==> config.mk <==
export PLATFORM = sky130hd
export DESIGN_NAME = spdif_subframe_decoder
export DESIGN_NICKNAME = d
export VERILOG_FILES = /design/src/rtl/spdif_pkg.sv /design/src/rtl/spdif_preamble_match.sv /design/src/rtl/spdif_subframe_decoder.sv
export SDC_FILE = /design/constraint.sdc
export NUM_CORES = 1
export LEC_CHECK = 0
export CAP_MARGIN = 25
export CORE_ASPECT_RATIO = 1.1
export CORE_MARGIN = 4
export CORE_UTILIZATION = 59
export DETAILED_ROUTE_END_ITERATION = 6
export DONT_BUFFER_PORTS = 1
export PLACE_DENSITY = 0.76
export SLEW_MARGIN = 30
export SYNTH_ARGS = -nofsm -noshare
export SYNTH_HDL_FRONTEND = slang
export SYNTH_SLANG_ARGS = --single-unit
==> constraint.sdc <==
create_clock -name clk -period 2.62 [get_ports clk]
set_input_delay 0.131 -clock clk [delete_from_list [all_inputs] [get_ports clk]]
set_output_delay 0.131 -clock clk [all_outputs]
set_load 0.05 [all_outputs]
==> src/rtl/spdif_pkg.sv <==
// Shared constants and types for the S/PDIF subframe decoder.
// Preamble cell patterns are written oldest cell first (bit 7 = oldest);
// each one also matches in its complemented polarity.
package spdif_pkg;

    localparam int unsigned CELLS_PER_BIT = 2;
    localparam int unsigned SAMPLE_WIDTH  = 24;
    localparam int unsigned WIN_WIDTH     = 8;

    // Subframe bit positions
    localparam int unsigned AUX_LSB   = 4;
    localparam int unsigned AUDIO_MSB = 27;
    localparam int unsigned BIT_V     = 28;
    localparam int unsigned BIT_U     = 29;
    localparam int unsigned BIT_C     = 30;
    localparam int unsigned BIT_P     = 31;

    // Bits 4..31 follow the preamble, each carried by two cells
    localparam int unsigned SF_BITS    = BIT_P - AUX_LSB + 1;
    localparam int unsigned DATA_CELLS = SF_BITS * CELLS_PER_BIT;
    localparam int unsigned CNT_W      = $clog2(DATA_CELLS);
    localparam int unsigned PRE_CNT_W  = $clog2(WIN_WIDTH);

    localparam logic [WIN_WIDTH-1:0] PRE_B = 8'b1110_1000;
    localparam logic [WIN_WIDTH-1:0] PRE_M = 8'b1110_0010;
    localparam logic [WIN_WIDTH-1:0] PRE_W = 8'b1110_0100;

    // Preamble type codes
    localparam logic [1:0] PT_B = 2'd0;
    localparam logic [1:0] PT_M = 2'd1;
    localparam logic [1:0] PT_W = 2'd2;

    typedef enum logic [1:0] {
        HUNT = 2'd0,
        DATA = 2'd1,
        PRE  = 2'd2
    } state_t;

endpackage

==> src/rtl/spdif_preamble_match.sv <==
// Combinational B/M/W preamble detector over an 8-cell window, both polarities.
// Ports:
//   cell_win  8-cell window, bit 0 = newest cell
//   match     1 when the window holds a preamble
//   pre_type  PT_B / PT_M / PT_W (PT_B when no match)
module spdif_preamble_match
    import spdif_pkg::*;
(
    input  logic [WIN_WIDTH-1:0] cell_win,
    output logic                 match,
    output logic [1:0]           pre_type
);

    always_comb begin
        match    = 1'b0;
        pre_type = PT_B;
        if (cell_win == PRE_B || cell_win == ~PRE_B) begin
            match    = 1'b1;
            pre_type = PT_B;
        end else if (cell_win == PRE_M || cell_win == ~PRE_M) begin
            match    = 1'b1;
            pre_type = PT_M;
        end else if (cell_win == PRE_W || cell_win == ~PRE_W) begin
            match    = 1'b1;
            pre_type = PT_W;
        end
    end

endmodule

==> src/rtl/spdif_subframe_decoder.sv <==
// S/PDIF subframe decoder: biphase-mark decode of half-bit cells from the
// clock-recovery stage, preamble sync, and per-subframe sample/status output.
// Build option: SPDIF_PARITY_DROP_EN suppresses sample_valid for subframes
// with a parity error (fields and lock still update).
// Ports:
//   clk, reset     clock, synchronous active-high reset
//   tos_ce         one-cycle strobe per half-bit cell
//   tos_data       cell value, valid with tos_ce
//   sample_valid   one-cycle pulse per completed subframe
//   sample         audio word, bit 0 = subframe bit 4
//   chan           1 = channel B (W preamble)
//   block_start    1 = subframe began with B preamble
//   v_bit, u_bit, c_bit  subframe bits 28, 29, 30
//   parity_err     odd parity over bits 4..31
//   locked         valid subframe decoded and sync held
module spdif_subframe_decoder
    import spdif_pkg::*;
(
    input  logic                    clk,
    input  logic                    reset,
    input  logic                    tos_ce,
    input  logic                    tos_data,
    output logic                    sample_valid,
    output logic [SAMPLE_WIDTH-1:0] sample,
    output logic                    chan,
    output logic                    block_start,
    output logic                    v_bit,
    output logic                    u_bit,
    output logic                    c_bit,
    output logic                    parity_err,
    output logic                    locked
);

    state_t                 state, state_next;
    logic [WIN_WIDTH-1:0]   cell_win;
    logic [CNT_W-1:0]       cell_cnt;
    logic [PRE_CNT_W-1:0]   pre_cnt;
    logic                   prev_cell;
    logic [1:0]             pre_type;
    logic [SF_BITS-1:0]     sf;          // sf[0] = subframe bit 4

    logic [WIN_WIDTH-1:0]   win_next_c;
    logic                   pre_match_c;
    logic [1:0]             pre_type_c;
    logic                   bit_c;
    logic [SF_BITS-1:0]     sf_next_c;
    logic                   parity_c;
    logic                   start_data_c;
    logic                   sf_done_c;
    logic                   lose_lock_c;

    // Window including the cell arriving this strobe
    assign win_next_c = {cell_win[WIN_WIDTH-2:0], tos_data};
    assign bit_c      = prev_cell ^ tos_data;
    assign sf_next_c  = {bit_c, sf[SF_BITS-1:1]};
    assign parity_c   = ^sf_next_c;

    spdif_preamble_match u_preamble_match (
        .cell_win (win_next_c),
        .match    (pre_match_c),
        .pre_type (pre_type_c)
    );

    // State register
    always_ff @(posedge clk) begin
        if (reset) state <= HUNT;
        else       state <= state_next;
    end

    // Next-state and control decode
    always_comb begin
        state_next   = state;
        start_data_c = 1'b0;
        sf_done_c    = 1'b0;
        lose_lock_c  = 1'b0;
        if (tos_ce) begin
            case (state)
                HUNT: begin
                    if (pre_match_c) begin
                        state_next   = DATA;
                        start_data_c = 1'b1;
                    end
                end
                DATA: begin
                    // First cell of every bit must toggle against the previous cell
                    if (!cell_cnt[0] && (tos_data == prev_cell)) begin
                        state_next  = HUNT;
                        lose_lock_c = 1'b1;
                    end else if (cell_cnt == CNT_W'(DATA_CELLS - 1)) begin
                        state_next = PRE;
                        sf_done_c  = 1'b1;
                    end
                end
                PRE: begin
                    if (pre_cnt == PRE_CNT_W'(WIN_WIDTH - 1)) begin
                        if (pre_match_c) begin
                            state_next   = DATA;
                            start_data_c = 1'b1;
                        end else begin
                            state_next  = HUNT;
                            lose_lock_c = 1'b1;
                        end
                    end
                end
                default: state_next = HUNT;
            endcase
        end
    end

    // Datapath and registered outputs
    always_ff @(posedge clk) begin
        if (reset) begin
            cell_win     <= '0;
            cell_cnt     <= '0;
            pre_cnt      <= '0;
            prev_cell    <= 1'b0;
            pre_type     <= PT_B;
            sf           <= '0;
            sample_valid <= 1'b0;
            sample       <= '0;
            chan         <= 1'b0;
            block_start  <= 1'b0;
            v_bit        <= 1'b0;
            u_bit        <= 1'b0;
            c_bit        <= 1'b0;
            parity_err   <= 1'b0;
            locked       <= 1'b0;
        end else begin
            sample_valid <= 1'b0;
            if (tos_ce) begin
                cell_win  <= win_next_c;
                prev_cell <= tos_data;
                if (state == DATA) begin
                    cell_cnt <= cell_cnt + CNT_W'(1);
                    if (cell_cnt[0]) sf <= sf_next_c;
                end
                if (state == PRE) pre_cnt <= pre_cnt + PRE_CNT_W'(1);
                if (start_data_c) begin
                    cell_cnt <= '0;
                    pre_type <= pre_type_c;
                end
                if (sf_done_c) begin
                    sample      <= sf_next_c[AUDIO_MSB-AUX_LSB:0];
                    chan        <= (pre_type == PT_W);
                    block_start <= (pre_type == PT_B);
                    v_bit       <= sf_next_c[BIT_V-AUX_LSB];
                    u_bit       <= sf_next_c[BIT_U-AUX_LSB];
                    c_bit       <= sf_next_c[BIT_C-AUX_LSB];
                    parity_err  <= parity_c;
                    locked      <= 1'b1;
                    pre_cnt     <= '0;
`ifdef SPDIF_PARITY_DROP_EN
                    sample_valid <= ~parity_c;
`else
                    sample_valid <= 1'b1;
`endif
                end
                if (lose_lock_c) locked <= 1'b0;
            end
        end
    end

endmodule

Word-level counts from Yosys, hierarchy flattened
Index checks and enable logic that the tools add are counted.
{"block": "totals", "regBits": 81, "input_bits": 4, "out_inout_bits": 32, "word_cells": 86}
{"block": "classes", "add_sub_neg": 2, "n_eq_ne": 15, "mux": 32, "bitwise": 2, "n_reduce_logical": 19}
{"op": "28-bit parity", "count": 1}
{"op": "8-bit by 5-bit equality test with 1-bit output, second input constant", "count": 3}
{"op": "8-bit equality test, second input constant", "count": 3}
{"op": "1-bit two-way mux", "count": 18}
{"op": "2-bit two-way mux", "count": 7}
{"op": "6-bit two-way mux", "count": 2}
{"op": "2-bit AND reduction", "count": 5}
{"op": "6-bit by 1-bit adder with 6-bit output, second input constant", "count": 1}
{"op": "6-bit equality test, second input constant", "count": 1}
{"op": "3-bit two-way mux", "count": 2}
{"op": "2-bit case mux with 3 select lines", "count": 1}
{"op": "2-bit nonzero test", "count": 3}
{"op": "2-bit equality test, second input constant", "count": 2}
{"op": "2-bit zero test", "count": 2}
{"op": "2-bit inequality test, second input constant", "count": 2}
{"op": "1-bit case mux with 2 select lines", "count": 2}
{"op": "4-bit AND reduction", "count": 1}
{"op": "3-bit by 1-bit adder with 3-bit output, second input constant", "count": 1}
{"op": "3-bit equality test, second input constant", "count": 1}
{"op": "1-bit logical OR", "count": 3}
{"op": "3-bit inequality test, second input constant", "count": 1}
{"op": "3-bit AND reduction", "count": 1}
{"op": "2-bit by 1-bit equality test with 1-bit output, second input constant", "count": 1}
{"op": "2-bit OR reduction", "count": 1}
{"op": "5 further kinds", "count": 5}

Logic depth before layout (Yosys ltp)
Gate-level depths: netlist of run 1.
{"block": "logic_depth", "ltp_word": 11, "depth_mapped": 9, "depth_no_buf": 8}

By module
From an unflattened synthesis of run 1, not the netlist that was laid out.
{"block": "hier_totals", "hier_cells": 397, "area_unflattened_um2": 3278.1}
{"mod": "spdif_subframe_decoder", "n_inst": 1, "cells_per_inst": 378, "area_each_um2": 3171.8, "seq_area_each_um2": 1581.5}
{"mod": "spdif_preamble_match", "n_inst": 1, "cells_per_inst": 19, "area_each_um2": 106.4, "seq_area_each_um2": 0.0}

Worst setup path after synthesis of run 1
No wires, ideal clock.
{"block": "synth_path", "path_type": "register to register", "start": "register cell_win[0] (netlist name)", "end": "register parity_err", "setup_time_ns": 0.079, "arrival_time_ns": 1.634, "t_required_ns": 2.541, "setup_slack_ns": 0.906, "stages_incl_launch_ff": 9, "path_buffers": 0, "period_less_slack_ns": 1.714, "cell_sequence": "dfxtp_1 > inv_1 > ha_1 > xnor2_1 > xnor2_1 > xnor2_1 > xnor2_1 > xnor2_1 > a211oi_2"}
{"element": "to (signal assigned)", "line_no": "spdif_subframe_decoder.sv:149", "rtl": "parity_err <= parity_c;"}
{"element": "to (decl)", "line_no": "spdif_subframe_decoder.sv:30", "rtl": "output logic parity_err,"}

==> results of run 1 <==
power by group:
part / leakage [nW] / total (mW) / internal, mW / switching, mW
registers: 0.636 / 1.20 / 1.20 / 0.00332
logic: 0.543 / 0.0574 / 0.0225 / 0.0349
clock network: 0.110 / 0.992 / 0.563 / 0.429
total: 1.29 / 2.25 / 1.79 / 0.468
registers in the layout, indices dropped and copies added, names as in the netlist, 2 cells and up:
name,flops
pre_cnt,3
state,2
cell_cnt,6
pre_type,2
sample,24
cell_win,7
sf,27
through the flow:
step	hold slack (ns)	instances	setup WS, ns	util
after global routing	0.06677	480	0.2595	0.6756
after global placement	0.2061	461	0.6129	0.6261
final	0.06343	480	0.5280	0.6756
after detailed placement	0.2114	461	0.5631	0.6261
after CTS	0.05404	480	0.5013	0.6756
after floorplan	0.2786	405	0.9063	-
final cells by class:
| cell class | count | area [µm²] |
|---|---|---|
| fill | 489 | 1773 |
| multi-input combinational | 296 | 1687 |
| sequential | 79 | 1582 |
| clock buffer | 11 | 141.4 |
| tap | 75 | 93.84 |
| timing repair buffer | 8 | 85.08 |
| clock inverter | 5 | 81.33 |
| inverter | 6 | 22.52 |
synthesized netlist by cell type (2+ instances only):
master    count  area (µm²)
a21oi_1      61       305.3
and3_1        4       25.02
buf_1         2       7.510
buf_2         6       30.03
clkbuf_1     16       60.06
dfxtp_1      79        1582
ha_1         11       137.6
inv_1         6       22.52
mux2i_1      12       120.1
nand2_1     117       439.2
nand3_1       6       30.03
nand3b_1      2       15.01
nor2_1       20       75.07
nor2b_1       4       25.02
nor3_1        6       30.03
o21ai_0       3       15.01
xnor2_1      27       236.5
xor2_1        6       52.55
what timing repair did:
item / in CTS / in global routing
hold buffers: 3 / 0
setup endpoints to repair: 0 / 0
endpoints found under the hold margin: 73 / 0
cells by family after synthesis:
group / Yosys count / share of synthesized area
mux: 13 / 0.03878
buf+inv: 30 / 0.03545
flops: 79 / 0.4668
xor+xnor: 33 / 0.08530
compound gates: 73 / 0.1241
fa+ha+maj: 11 / 0.04062
simple gates: 166 / 0.2090
per-layer routing:
layer	part of all wire	vias to the layer above	wire length (µm)	global-route usage
li1	-	1313	-	-
met1	0.45	1224	2879	0.2430
met2	0.48	45	3086	0.3321
met3	0.050	11	318	0.05487
met4	0.019	0	119	0.09217
met5	0	-	0	0
path summary, 6_finish.rpt:
kind / start / to / depth (start not counted)
setup reg to reg: cell_win[0]$_SDFFE_PP0P_ / sample[21]$_SDFFE_PP0P_ / 8
hold / removal: reset / cell_cnt[1]$_SDFFE_PP0P_ / 2
hold reg to reg: cell_cnt[1]$_SDFFE_PP0P_ / cell_cnt[1]$_SDFFE_PP0P_ / 2
setup / recovery: cell_win[0]$_SDFFE_PP0P_ / sample[21]$_SDFFE_PP0P_ / 8
==> qor.yml, run 1 <==
outcome:
  outcome: "complete, no violations"
critical_path:
  path_cells: "inv_1 -> ha_1 -> nor2_1 -> nor2b_1 -> nand3_1 -> buf_4 -> nand2_1 -> a21oi_1"
  crit_buf_inv: 2
  crit_family: "simple AND/OR/NAND/NOR gates"
  path_max_fanout: 22
  crit_path_end_kind: "register"
  setup.worst_path.start_class: "register"
  crit_required_ns: 2.85
  rrSetupSlack_ns: 0.53
  critPathKind: "register to register"
  cpPeakStageDelay_ns: 0.41
  cp.arrival_ns: 2.32
  slowest_stage: "dfxtp_1"
pwr:
  vdd_drop_max_mv: 0.6169
  p_leak_nw: 1.288
  pwr_density_cell_nw_per_um2: 610.5
  p_total_mw: 2.254
grt:
  grt_pass1_wl_mm: 11.11
  antenna_found_initial: 0
  grt_overflow: 0
  track_usage: 0.2012
  grt_max_degree: 73
  grt_pass1_vias: 2501
synthesis:
  ys_ff_latch: 79
  postSynthCellCount: 405
  netlist_area_um2: 3388
  yosys_warnings: 0
  yosys_most_used_dff: "dfxtp_1"
  ys_seq_area_frac: 0.4668
  ys_async_sr_fraction: 0
  syn_nets: 420
  synth_edf_count: 0
  syn_area_per_cell_um2: 8.366
  synthDistinctLibCells: 35
die:
  die_x_um: 80.26
  initial_core_util: 0.6200
  rows: 28
  dieArea_um2: 7021
  core_um2: 5465
  io_pins: 36
  chipHeight_um: 87.48
drt:
  drc_errors: 0
  firstDrtPassIters: 4
  routed_wirelength_mm: 6.403
  via_per_inst: 5.402
  first_iter_violations: 143
  routedWlPerCell_um: 13.34
  vias: 2593
  antenna_left: 0
clocking:
  clk_pin_slew_ns: 0.08
  cts_setup_buffers: 0
  clk_latency_ns: 0.35
  cts_tree: "yes"
  cts_root_buf: "clkbuf_8"
  clock_sinks: 79
  cts-resized-gates: 0
  cts_buffers: 9
  htreeDepth: 3
  clockBufferDepth: 2
placed_design:
  port-buffer-count: 0
  hpwl_mm: 4.135
  post_dp_cell_area_um2: 3422
  gp_congestion: 0.7719
timing:
  slew_violations: 0
  max_slew.worst_pin.slew_ns: 0.5510
  fin_crit_ns: 2.092
  finClkSkew_ns: 0.01114
  rsz0062_at_grt: "no"
  hold_viol_final: 0
  relSlewSlack: 0.6321
  fin_crit_sh: 0.7985
  setup_tns_ns: 0
  fmax_ghz: 0.4780
  setup_viol: 0
job:
  max_cap_viol_count: 0
finish:
  final_area_um2: 3692
  mostFrequentLayoutCell: "nand2_1"
  drive_gt1_frac: 0.06914
  area_delta_synth_final_pct: 8.973
  diodes: 0
  nNetsFinal: 415
  most-common-layout-cells: "117 x nand2_1, 79 x dfxtp_1, 61 x a21oi_1, 27 x xnor2_1, 20 x nor2_1"
min_path:
  worstHoldPathType: "primary input to register"
Power figures use the tool's default switching activity.
==> run 2, diff against run 1 <==
==> constraint.sdc (replaced) <==
create_clock -name clk -period 2.1 [get_ports clk]
set_input_delay 0.105 -clock clk [delete_from_list [all_inputs] [get_ports clk]]
set_output_delay 0.105 -clock clk [all_outputs]
set_load 0.05 [all_outputs]
==> qor.yml, run 2 (same netlist as run 1, synthesis figures left out) <==
finish:
  most-common-layout-cells: "117 x nand2_1, 78 x dfxtp_1, 61 x a21oi_1, 27 x xnor2_1, 20 x nor2_1"
  drive_gt1_frac: 0.08088
  largest_reg_flops: 27
  finish.utilization: 0.6900
  nNetsFinal: 418
  diodes: 0
  top_regs: "sf (27), sample (24), cell_win (7)"
  area_delta_synth_final_pct: 11.30
  mostFrequentLayoutCell: "nand2_1"
  largest-register: "sf"
  fin_cells: 483
outcome:
  outcome: "complete, no violations"
min_path:
  worstHoldPathType: "primary input to register"
timing:
  setup_tns_ns: 0
  fmax_ghz: 0.5433
  max_slew.worst_pin.slew_ns: 0.5600
  setup_viol: 0
  relSlewSlack: 0.6261
  rsz0062_at_grt: "no"
  fin_crit_ns: 1.840
  hold_viol_final: 0
  slew_violations: 0
  fin_crit_sh: 0.8764
  finClkSkew_ns: 0.01181
  final.setup.worst_slack_ns: 0.2595
critical_path:
  path_common_cell: "nor2_1"
  crit_required_ns: 2.37
  cpPeakStageDelay_ns: 0.36
  slowest_stage: "dfxtp_2"
  path_cells: "inv_1 -> ha_1 -> nor2_1 -> nor2b_1 -> and3_1 -> buf_4 -> nor2_1 -> a311oi_1"
  cp.arrival_ns: 2.11
  rrSetupSlack_ns: 0.26
  setup.worst_path.start_class: "register"
  path_max_fanout: 7
  crit_family: "simple AND/OR/NAND/NOR gates"
  crit_buf_inv: 2
  critPathKind: "register to register"
  crit_path_end_kind: "register"
clocking:
  cts_setup_buffers: 0
  clk_pin_slew_ns: 0.07
  clk_latency_ns: 0.36
  clockBufferDepth: 2
  cts_root_buf: "clkbuf_8"
  htreeDepth: 3
  cts_buffers: 9
  cts_tree: "yes"
  clock_sinks: 79
pwr:
  pwr_density_cell_nw_per_um2: 784.4
  vdd_drop_max_mv: 0.7255
  p_total_mw: 2.958
  p_leak_nw: 1.325
grt:
  antenna_found_initial: 0
  grt_pass1_wl_mm: 11.30
  track_usage: 0.2104
  grt_overflow: 0
  grt_max_degree: 73
  grt_pass1_vias: 2468
die:
  rows: 28
  core_um2: 5465
  dieArea_um2: 7021
  io_pins: 36
  initial_core_util: 0.6200
  chipHeight_um: 87.48
  die_x_um: 80.26
drt:
  firstDrtPassIters: 5
  via_per_inst: 5.505
  drc_errors: 0
  routedWlPerCell_um: 13.69
  routed_wirelength_mm: 6.614
  vias: 2659
  antenna_left: 0
  first_iter_violations: 162
placed_design:
  pre_cts_ws_ns: 0.1974
  dp.cells: 464
  port-buffer-count: 0
  gp_congestion: 0.8003
  hpwl_mm: 4.283
job:
  max_cap_viol_count: 0
-- run 2: stage by stage --
step | cell area, µm² | hold WS, ns
after CTS | 3770 | 0.04078
after detailed placement | 3470 | 0.1824
after floorplan | 3388 | 0.2526
after global routing | 3771 | 0.04772
final | 3771 | 0.04221
after global placement | 3470 | 0.1827
-- run 2: layout make-up --
class	instances	area, µm²
clock buffers	10	137.6
clock inverters	6	115.1
fillers	475	1694
inverters	6	22.52
multi-input cells	296	1687
flip-flops and latches	79	1583
well taps	75	93.84
repair buffers	11	132.6
-- run 2: routing by layer --
layer | part of all wire | track usage | routed length [µm] | vias up
met5 | 0 | 0 | 0 | -
met4 | 0.030 | 0.1290 | 199 | 0
met3 | 0.061 | 0.05694 | 403 | 17
met2 | 0.47 | 0.3343 | 3138 | 76
met1 | 0.43 | 0.2518 | 2873 | 1233
li1 | - | - | - | 1333
-- run 2: worst reg2reg max path, delay by kind of cell, from the launching register on --
| family | cells | cell delay, ns |
|---|---|---|
| flops | 1 | 0.36 |
| buf+inv | 2 | 0.24 |
| compound gates | 1 | 0.24 |
| simple gates | 4 | 0.55 |
| fa+ha+maj | 1 | 0.36 |
-- run 2: worst paths after layout --
| check | from | endpoint | cells after the start |
|---|---|---|---|
| min | reset | cell_cnt[1]$_SDFFE_PP0P_ | 2 |
| max reg2reg | cell_win[0]$_SDFFE_PP0P_ | locked$_SDFFE_PP0P_ | 8 |
| min reg2reg | cell_cnt[1]$_SDFFE_PP0P_ | cell_cnt[1]$_SDFFE_PP0P_ | 2 |
| max | cell_win[0]$_SDFFE_PP0P_ | locked$_SDFFE_PP0P_ | 8 |
-- run 2: where the power goes --
group / internal (mW) / switching, mW
sequential: 1.50 / 0.00388
clock: 0.828 / 0.556
combinational: 0.0282 / 0.0431
-- run 2: repair_timing --
item                                   in CTS  in global routing
gates resized for setup                     0                  1
endpoints found under the hold margin      74                  0
setup endpoints to repair                   0                  2
hold buffers                                3                  0
